### config.mk
export PLATFORM = sky130hd
export DESIGN_NAME = uart_mem_loader_flat
export DESIGN_NICKNAME = d
export VERILOG_FILES = /design/src/rtl/uart_mem_loader_if.sv /design/src/rtl/uart_mem_loader.sv /design/src/flat_wrapper.sv
export SDC_FILE = /design/constraint.sdc
export NUM_CORES = 1
export LEC_CHECK = 0
export CORE_UTILIZATION = 30
export DETAILED_ROUTE_END_ITERATION = 8
export MAX_ROUTING_LAYER = met4
export PLACE_DENSITY = 0.48
export SYNTH_ARGS = -nofsm -noshare
export SYNTH_HDL_FRONTEND = slang
export SYNTH_SLANG_ARGS = --single-unit
### constraint.sdc
create_clock -name clk -period 2.4 [get_ports clk]
set_input_delay 0.36 -clock clk [delete_from_list [all_inputs] [get_ports clk]]
set_output_delay 0.36 -clock clk [all_outputs]
set_load 0.01 [all_outputs]
### src/rtl/uart_mem_loader_if.sv
// ----------------------------------------------------------------------------
// uart_mem_loader_if
//   Bundles the byte-stream input, the instruction/data RAM write ports and
//   the status/debug signals of uart_mem_loader.
//
//   Handshake: rxValid is a one-cycle strobe with no back-pressure. In any
//   cycle where rxValid=1, rxByte carries one received byte and the loader
//   consumes it. No ready signal exists, so the loader accepts one byte
//   every cycle. start is a one-cycle pulse. Each RAM write enable is a
//   one-cycle pulse, and its address and data are valid in that same cycle.
//
//   Modports:
//     master : upstream side (UART receiver / top FSM). Drives start,
//              rxValid and rxByte. Observes everything else.
//     slave  : the loader itself.
//   Signals:
//     start, rxValid, rxByte[7:0]                   -> loader
//     insMemWrEn, insMemAddr, insMemDataOut         <- loader
//     dataMemWrEn, dataMemAddr, dataMemDataOut      <- loader
//     busy, done, state[1:0] (FSM state for debug)  <- loader
// ----------------------------------------------------------------------------
interface uart_mem_loader_if #(
    parameter int CORE_COUNT          = 1,
    parameter int REG_WIDTH           = 12,
    parameter int INS_WIDTH           = 8,
    parameter int INS_MEM_ADDR_WIDTH  = 8,
    parameter int DATA_MEM_ADDR_WIDTH = 12
);
    logic                            start;
    logic                            rxValid;
    logic [7:0]                      rxByte;
    logic                            insMemWrEn;
    logic [INS_MEM_ADDR_WIDTH-1:0]   insMemAddr;
    logic [INS_WIDTH-1:0]            insMemDataOut;
    logic                            dataMemWrEn;
    logic [DATA_MEM_ADDR_WIDTH-1:0]  dataMemAddr;
    logic [CORE_COUNT*REG_WIDTH-1:0] dataMemDataOut;
    logic                            busy;
    logic                            done;
    logic [1:0]                      state;

    modport master (
        output start, rxValid, rxByte,
        input  insMemWrEn, insMemAddr, insMemDataOut,
        input  dataMemWrEn, dataMemAddr, dataMemDataOut,
        input  busy, done, state
    );

    modport slave (
        input  start, rxValid, rxByte,
        output insMemWrEn, insMemAddr, insMemDataOut,
        output dataMemWrEn, dataMemAddr, dataMemDataOut,
        output busy, done, state
    );
endinterface

### src/rtl/uart_mem_loader.sv
// ----------------------------------------------------------------------------
// uart_mem_loader
//   Loads a program and then data words from a UART byte stream into the
//   instruction and data RAMs.
//   - After start, the first INS_LOAD_COUNT bytes are written one per
//     instruction address.
//   - Each group of 2*CORE_COUNT bytes after that forms one data word. Each
//     lane takes two bytes, lane 0 first: the low byte gives lane bits
//     [7:0], and the low nibble of the next byte gives bits [11:8].
//   - After DATA_LOAD_COUNT words the block reports done.
//   Ports:
//     clk : rising-edge clock
//     rst : asynchronous active-high reset
//     bus : uart_mem_loader_if.slave (byte input, RAM write ports, status,
//           debug state)
//   All outputs are registered. Each write pulse appears one cycle after the
//   rxValid of the byte that completes it.
// ----------------------------------------------------------------------------
module uart_mem_loader #(
    parameter int CORE_COUNT          = 1,
    parameter int REG_WIDTH           = 12,
    parameter int INS_WIDTH           = 8,
    parameter int INS_MEM_ADDR_WIDTH  = 8,
    parameter int DATA_MEM_ADDR_WIDTH = 12,
    parameter int INS_LOAD_COUNT      = 256,
    parameter int DATA_LOAD_COUNT     = 4096
) (
    input logic               clk,
    input logic               rst,
    uart_mem_loader_if.slave  bus
);
    localparam int IA  = INS_MEM_ADDR_WIDTH;
    localparam int DA  = DATA_MEM_ADDR_WIDTH;
    localparam int DW  = CORE_COUNT * REG_WIDTH;
    localparam int BCW = (2 * CORE_COUNT > 1) ? $clog2(2 * CORE_COUNT) : 1;

    localparam logic [IA-1:0]  INS_LAST  = IA'(INS_LOAD_COUNT - 1);
    localparam logic [DA-1:0]  DATA_LAST = DA'(DATA_LOAD_COUNT - 1);
    localparam logic [BCW-1:0] BYTE_LAST = BCW'(2 * CORE_COUNT - 1);

    typedef enum logic [1:0] {
        IDLE      = 2'd0,
        LOAD_INS  = 2'd1,
        LOAD_DATA = 2'd2,
        DONE      = 2'd3
    } state_t;

    state_t          state_q;
    logic [IA-1:0]   ins_idx_q;
    logic [DA-1:0]   word_idx_q;
    logic [BCW-1:0]  byte_cnt_q;
    logic [DW-1:0]   lanes_q;
    logic            data_last_q;   // final word written; enter DONE next cycle

    logic            ins_we_q;
    logic [IA-1:0]   ins_addr_q;
    logic [INS_WIDTH-1:0] ins_data_q;
    logic            data_we_q;
    logic [DA-1:0]   data_addr_q;
    logic [DW-1:0]   data_out_q;
    logic            busy_q;
    logic            done_q;

    // Assembly register with the incoming byte merged into its lane slot.
    // An even byte count means the low byte of a lane. An odd count means
    // the high nibble, and the top nibble of that byte is dropped.
    logic [DW-1:0] lanes_d;
    always_comb begin
        lanes_d = lanes_q;
        for (int k = 0; k < CORE_COUNT; k++) begin
            if (byte_cnt_q == BCW'(2 * k)) begin
                lanes_d[REG_WIDTH*k +: 8] = bus.rxByte;
            end else if (byte_cnt_q == BCW'(2 * k + 1)) begin
                lanes_d[REG_WIDTH*k + 8 +: 4] = bus.rxByte[3:0];
            end
        end
    end

    always_ff @(posedge clk or posedge rst) begin
        if (rst) begin
            state_q     <= IDLE;
            ins_idx_q   <= '0;
            word_idx_q  <= '0;
            byte_cnt_q  <= '0;
            lanes_q     <= '0;
            data_last_q <= 1'b0;
            ins_we_q    <= 1'b0;
            ins_addr_q  <= '0;
            ins_data_q  <= '0;
            data_we_q   <= 1'b0;
            data_addr_q <= '0;
            data_out_q  <= '0;
            busy_q      <= 1'b0;
            done_q      <= 1'b0;
        end else begin
            // Write enables are pulses; only a completing byte raises them.
            ins_we_q  <= 1'b0;
            data_we_q <= 1'b0;

            case (state_q)
                IDLE, DONE: begin
                    // rxValid is ignored here, even when it arrives with start.
                    if (bus.start) begin
                        state_q     <= LOAD_INS;
                        busy_q      <= 1'b1;
                        done_q      <= 1'b0;
                        ins_idx_q   <= '0;
                        word_idx_q  <= '0;
                        byte_cnt_q  <= '0;
                        lanes_q     <= '0;
                        data_last_q <= 1'b0;
                    end
                end

                LOAD_INS: begin
                    if (bus.rxValid) begin
                        ins_we_q   <= 1'b1;
                        ins_addr_q <= ins_idx_q;
                        ins_data_q <= INS_WIDTH'(bus.rxByte);
                        // The index stops at the last address; the state
                        // advances together with the final write.
                        if (ins_idx_q == INS_LAST) begin
                            state_q <= LOAD_DATA;
                        end else begin
                            ins_idx_q <= ins_idx_q + 1'b1;
                        end
                    end
                end

                LOAD_DATA: begin
                    if (data_last_q) begin
                        state_q     <= DONE;
                        busy_q      <= 1'b0;
                        done_q      <= 1'b1;
                        data_last_q <= 1'b0;
                        byte_cnt_q  <= '0;
                        lanes_q     <= '0;
                    end else if (bus.rxValid) begin
                        if (byte_cnt_q == BYTE_LAST) begin
                            data_we_q   <= 1'b1;
                            data_addr_q <= word_idx_q;
                            data_out_q  <= lanes_d;
                            byte_cnt_q  <= '0;
                            lanes_q     <= '0;
                            if (word_idx_q == DATA_LAST) begin
                                data_last_q <= 1'b1;
                            end else begin
                                word_idx_q <= word_idx_q + 1'b1;
                            end
                        end else begin
                            byte_cnt_q <= byte_cnt_q + 1'b1;
                            lanes_q    <= lanes_d;
                        end
                    end
                end

                default: state_q <= IDLE;
            endcase
        end
    end

    assign bus.insMemWrEn     = ins_we_q;
    assign bus.insMemAddr     = ins_addr_q;
    assign bus.insMemDataOut  = ins_data_q;
    assign bus.dataMemWrEn    = data_we_q;
    assign bus.dataMemAddr    = data_addr_q;
    assign bus.dataMemDataOut = data_out_q;
    assign bus.busy           = busy_q;
    assign bus.done           = done_q;
    assign bus.state          = state_q;
endmodule

### src/flat_wrapper.sv
// flat-port wrapper written by rule: the top's interface ports become plain ports
module uart_mem_loader_flat 
#(
    parameter int CORE_COUNT          = 1,
    parameter int REG_WIDTH           = 12,
    parameter int INS_WIDTH           = 8,
    parameter int INS_MEM_ADDR_WIDTH  = 8,
    parameter int DATA_MEM_ADDR_WIDTH = 12,
    parameter int INS_LOAD_COUNT      = 256,
    parameter int DATA_LOAD_COUNT     = 4096
)
  (clk, rst, bus_start, bus_rxValid, bus_rxByte, bus_insMemWrEn, bus_insMemAddr, bus_insMemDataOut, bus_dataMemWrEn, bus_dataMemAddr, bus_dataMemDataOut, bus_busy, bus_done, bus_state);
  uart_mem_loader_if #(.CORE_COUNT(CORE_COUNT), .REG_WIDTH(REG_WIDTH), .INS_WIDTH(INS_WIDTH), .INS_MEM_ADDR_WIDTH(INS_MEM_ADDR_WIDTH), .DATA_MEM_ADDR_WIDTH(DATA_MEM_ADDR_WIDTH)) bus_i ();
  input logic clk;
  input logic rst;
  input wire logic [$bits(bus_i.start)-1:0] bus_start;
  input wire logic [$bits(bus_i.rxValid)-1:0] bus_rxValid;
  input wire logic [$bits(bus_i.rxByte)-1:0] bus_rxByte;
  output wire logic [$bits(bus_i.insMemWrEn)-1:0] bus_insMemWrEn;
  output wire logic [$bits(bus_i.insMemAddr)-1:0] bus_insMemAddr;
  output wire logic [$bits(bus_i.insMemDataOut)-1:0] bus_insMemDataOut;
  output wire logic [$bits(bus_i.dataMemWrEn)-1:0] bus_dataMemWrEn;
  output wire logic [$bits(bus_i.dataMemAddr)-1:0] bus_dataMemAddr;
  output wire logic [$bits(bus_i.dataMemDataOut)-1:0] bus_dataMemDataOut;
  output wire logic [$bits(bus_i.busy)-1:0] bus_busy;
  output wire logic [$bits(bus_i.done)-1:0] bus_done;
  output wire logic [$bits(bus_i.state)-1:0] bus_state;
  assign bus_i.start = bus_start;
  assign bus_i.rxValid = bus_rxValid;
  assign bus_i.rxByte = bus_rxByte;
  assign bus_insMemWrEn = bus_i.insMemWrEn;
  assign bus_insMemAddr = bus_i.insMemAddr;
  assign bus_insMemDataOut = bus_i.insMemDataOut;
  assign bus_dataMemWrEn = bus_i.dataMemWrEn;
  assign bus_dataMemAddr = bus_i.dataMemAddr;
  assign bus_dataMemDataOut = bus_i.dataMemDataOut;
  assign bus_busy = bus_i.busy;
  assign bus_done = bus_i.done;
  assign bus_state = bus_i.state;
  uart_mem_loader #(.CORE_COUNT(CORE_COUNT), .REG_WIDTH(REG_WIDTH), .INS_WIDTH(INS_WIDTH), .INS_MEM_ADDR_WIDTH(INS_MEM_ADDR_WIDTH), .DATA_MEM_ADDR_WIDTH(DATA_MEM_ADDR_WIDTH), .INS_LOAD_COUNT(INS_LOAD_COUNT), .DATA_LOAD_COUNT(DATA_LOAD_COUNT)) u_core (.clk(clk), .rst(rst), .bus(bus_i));
endmodule
==> key figures <==
Detailed routing
  • Routed len/inst: 13.9 um
  • Ratio of routed vias to standard cells: 4.67
  • Via total after detailed routing: 2551
  • Number of routed nets with antenna violations: 0
  • DRC viols: 0
  • Router iterations before antenna repair: 4
  • Iteration-0 DRC Markers: 97
  • Total wire length: between 7000 and 8000 um

Yosys
  • Synthesis-stage register bit count: 76
  • Syn Std Cell Area: 3320 um2
  • Leading register cell type out of synthesis: dfrtp_1
  • Number of distinct library cell variants in the gate-level netlist after synthesis: 39
  • Synth warnings: 0
  • Fraction of registers with async set/reset: 100%
  • Number of enable-type register cells in the synthesized netlist: 0
  • Post-Syn Area per Cell: 9.96 um2
  • Post-synthesis net count: 350
  • Proportion of synthesized chip area in sequential cells: approximately 57%
  • Synth Instances: 333

Clocking
  • Number of hold buffers added after CTS: 0
  • Clock buffers created by TritonCTS: 9
  • Clock latency on the worst-skew pair: 0.35 ns
  • Buffer levels on the longest clock path: 2
  • Clock edge transition at the registers on the reported setup and hold paths: ~0.08 ns
  • Clock sink count: 76
  • Root Buffer Master: clkbuf_8
  • Post-cts sizing count: 0
  • # H-tree levels: 3
  • Setup bufs post-CTS: 0
  • TritonCTS clock tree: built

Power and ir drop
  • Sequential fraction of design power: 38.9%
  • Internal power contribution: roughly 3.0 mW
  • Maximum vdd ir drop: 0.580 mV
  • Pleak: 2.03 nW
  • Net switching fraction of the power: around a third
  • Net switching power: 1.44 mW
  • Part of the total power dissipated in combinational logic: between 30 and 40%
  • PwrDens: about 1000 nW/um2
  • Clock network fraction of design power: 27.2%

Critical path
  • CP Data Required Time: about 2.7 ns
  • Delay contributed by the slowest stage of the critical path: 0.42 ns
  • Cell count of the worst reg-to-reg path: 8
  • Ordered cell list for the critical path: inv_1, ha_1, nor2b_1, nor2_1, buf_4, a21boi_0, a21oi_1, mux2i_1
  • Top fanout value on the critical path: 7
  • Critical path's slowest cell: a21boi_0
  • Data arrival, critical path: 2.40 ns
  • Element type at the critical path end: register
  • Startpoint type of the worst setup path: register
  • Kind of critical path: reg2reg

Die
  • Die area: 11500 um2
  • X dimension of the die: 107 um
  • Vert. Die Dim: 107 um
  • Standard cell core area: roughly 11000 um2
  • Ports: 58
  • Effective utilization at floorplan: 30.7%
  • Site row count: 38

STA
  • Time the final worst path needs with I/O delays and setup: 2.12 ns
  • Transition at the pin with the smallest max-transition slack: 0.655 ns
  • Setup TNS: 0 ns
  • Max Clock Skew: 0.00933 ns
  • Count of final max-slew check failures: 0
  • Final critical-path share of the clock period: between 80% and 90%
  • Slew HR: 56.0%
  • Peak Freq: 0.471 GHz
  • Hold violation count in the final report: 0
  • Unrepaired setup endpoints after global routing: no
  • Final Setup Violations: 0

Layout
  • Proportion of layout cells with a drive suffix above 1: 11.8%
  • Footprint of the flip-flops and latches: 1900 um2
  • Post-Layout Cell Count: 546
  • Diodes inserted: 0
  • Most common library cell in the layout ignoring fill and taps: nand2_1
  • Net count of the finished layout: approximately 420
  • Multi-input gate area in the final layout: 1350 um2
  • Commonest non-fill, non-tap cells in the layout: 104 x nand2_1, 76 x dfrtp_1, 57 x clkdlybuf4s50_1
  • Area Growth Syn to Fin: 31.5%
  • Total of fill cells in the finished design: 1071

Placement
  • Placed instance count: 530
  • Global placer's final weighted congestion: 0.746
  • Quantity of I/O buffers inserted on ports: 57
  • Detailed-placement wirelength estimate: 5300 um

GRT
  • Global Route Usage Sum: 15.0%
  • Top Usage Layer GRT: met2
  • Met3 Use GR: 3.16%
  • Via count of the first global-routing pass: ~2500
  • Gr ovfl total: 0
  • Global routing usage on met2: 22.4%
  • Met1 usage: around a fifth
  • Largest net degree at the start of global routing: 36
  • Number of antenna violations at the first check in global routing: 0
  • Wire length of the first global-routing pass: about 13000 um

Status
  • Result of the run: finished, final reports clean

Hold path
  • Worst hold path type: in2async

Flow run
  • # Max-Cap Violations: 0
## final cells by class
cell class	count	share of cell area, %
Sequential cell	76	43.6
Multi-Input combinational cell	239	30.8
Timing Repair Buffer	68	15.3
Tap cell	140	4.01
Clock buffer	11	3.24
Clock inverter	5	2.47
Inverter	7	0.602
## registers in the layout, indices dropped and copies added, names as in the netlist, 2 cells and up
name / flops
u_core.ins_idx_q: 8
u_core.bus.dataMemAddr: 12
u_core.bus.insMemAddr: 8
u_core.bus.dataMemDataOut: 12
u_core.word_idx_q: 12
u_core.bus.insMemDataOut: 8
u_core.lanes_q: 8
u_core.bus.state: 2
## critical path: cells and delay by family (launching register included)
| kind | cells | cell delay, ns |
|---|---|---|
| simple gates | 2 | 0.39 |
| flops | 1 | 0.40 |
| compound gates | 2 | 0.50 |
| buf+inv | 2 | 0.23 |
| mux | 1 | 0.15 |
| fa+ha+maj | 1 | 0.38 |
## logic make-up (layout without fill, tap and decap cells)
kind of cell	after synthesis	in the layout	synth area share (%)
AO/OA/AOI/OAI	38	38	6.79
XOR/XNOR	11	11	2.90
adder cells (fa/ha/maj)	5	5	1.89
buffers and inverters	18	91	2.11
flip-flops	76	76	57.3
multiplexers	22	22	7.28
AND/OR/NAND/NOR	163	163	21.7
## per-layer routing
layer / vias to the layer above / routed length, um
met5: - / 0
met4: 0 / 104
met3: 7 / 292
met2: 51 / 3440
met1: 1232 / 3770
li1: 1261 / -
## metrics by stage
stage | worst slack [ns] | power, mW | utilization [%] | hold slack, ns | instance area, um2
CTS | 0.267 | 4.56 | 40.4 | 0.341 | 4360
finish | 0.277 | 4.48 | 40.4 | 0.338 | 4360
floorplan | 0.102 | 2.57 | - | 0.439 | 3320
global placement | 0.275 | 3.29 | 38.1 | 0.448 | 4110
detailed placement | 0.260 | 3.32 | 38.1 | 0.457 | 4110
global route | 0.0841 | 4.80 | 40.4 | 0.370 | 4360
## worst paths after layout
kind                                      from                           end  slack, ns
max                        u_core.bus.state[0]           u_core.ins_idx_q[2]       0.28
min                                        rst   u_core.bus.insMemDataOut[3]       0.34
max reg2reg                u_core.bus.state[0]           u_core.ins_idx_q[2]       0.28
min reg2reg                  u_core.lanes_q[2]  u_core.bus.dataMemDataOut[2]       0.47
max in group asynchronous                  rst            u_core.data_last_q       1.36
min in group clk             u_core.lanes_q[2]  u_core.bus.dataMemDataOut[2]       0.47
## power by group through the flow
stage / clock, mW / combinational, mW / sequential, mW
after floorplan: 0 / 0.728 / 1.84
after global placement: 0 / 1.53 / 1.77
after detailed placement: 0 / 1.55 / 1.78
after CTS: 1.26 / 1.55 / 1.75
after global routing: 1.32 / 1.69 / 1.79
final: 1.22 / 1.52 / 1.74
## cell usage after synthesis (2+ instances only)
cell        n  area (um2)
nand2_1   104         390
dfrtp_1    76        1900
nor2_1     18        67.6
mux2_2     17         191
o21ai_0    15        75.1
nand3_1    13        65.1
clkbuf_1    9        33.8
a21oi_1     7        35.0
and3_1      7        43.8
xor2_1      6        52.6
a31oi_1     5        31.3
ha_1        5        62.6
inv_1       5        18.8
mux2i_1     5        50.1
xnor2_1     5        43.8
nand4_1     4        25.0
nor2b_1     3        18.8
nor4_1      3        18.8
a211oi_1    2        15.0
a22o_1      2        17.5
and4_1      2        17.5
buf_2       2        10.0
nor3_1      2        10.0
Power figures use the tool's default switching activity.
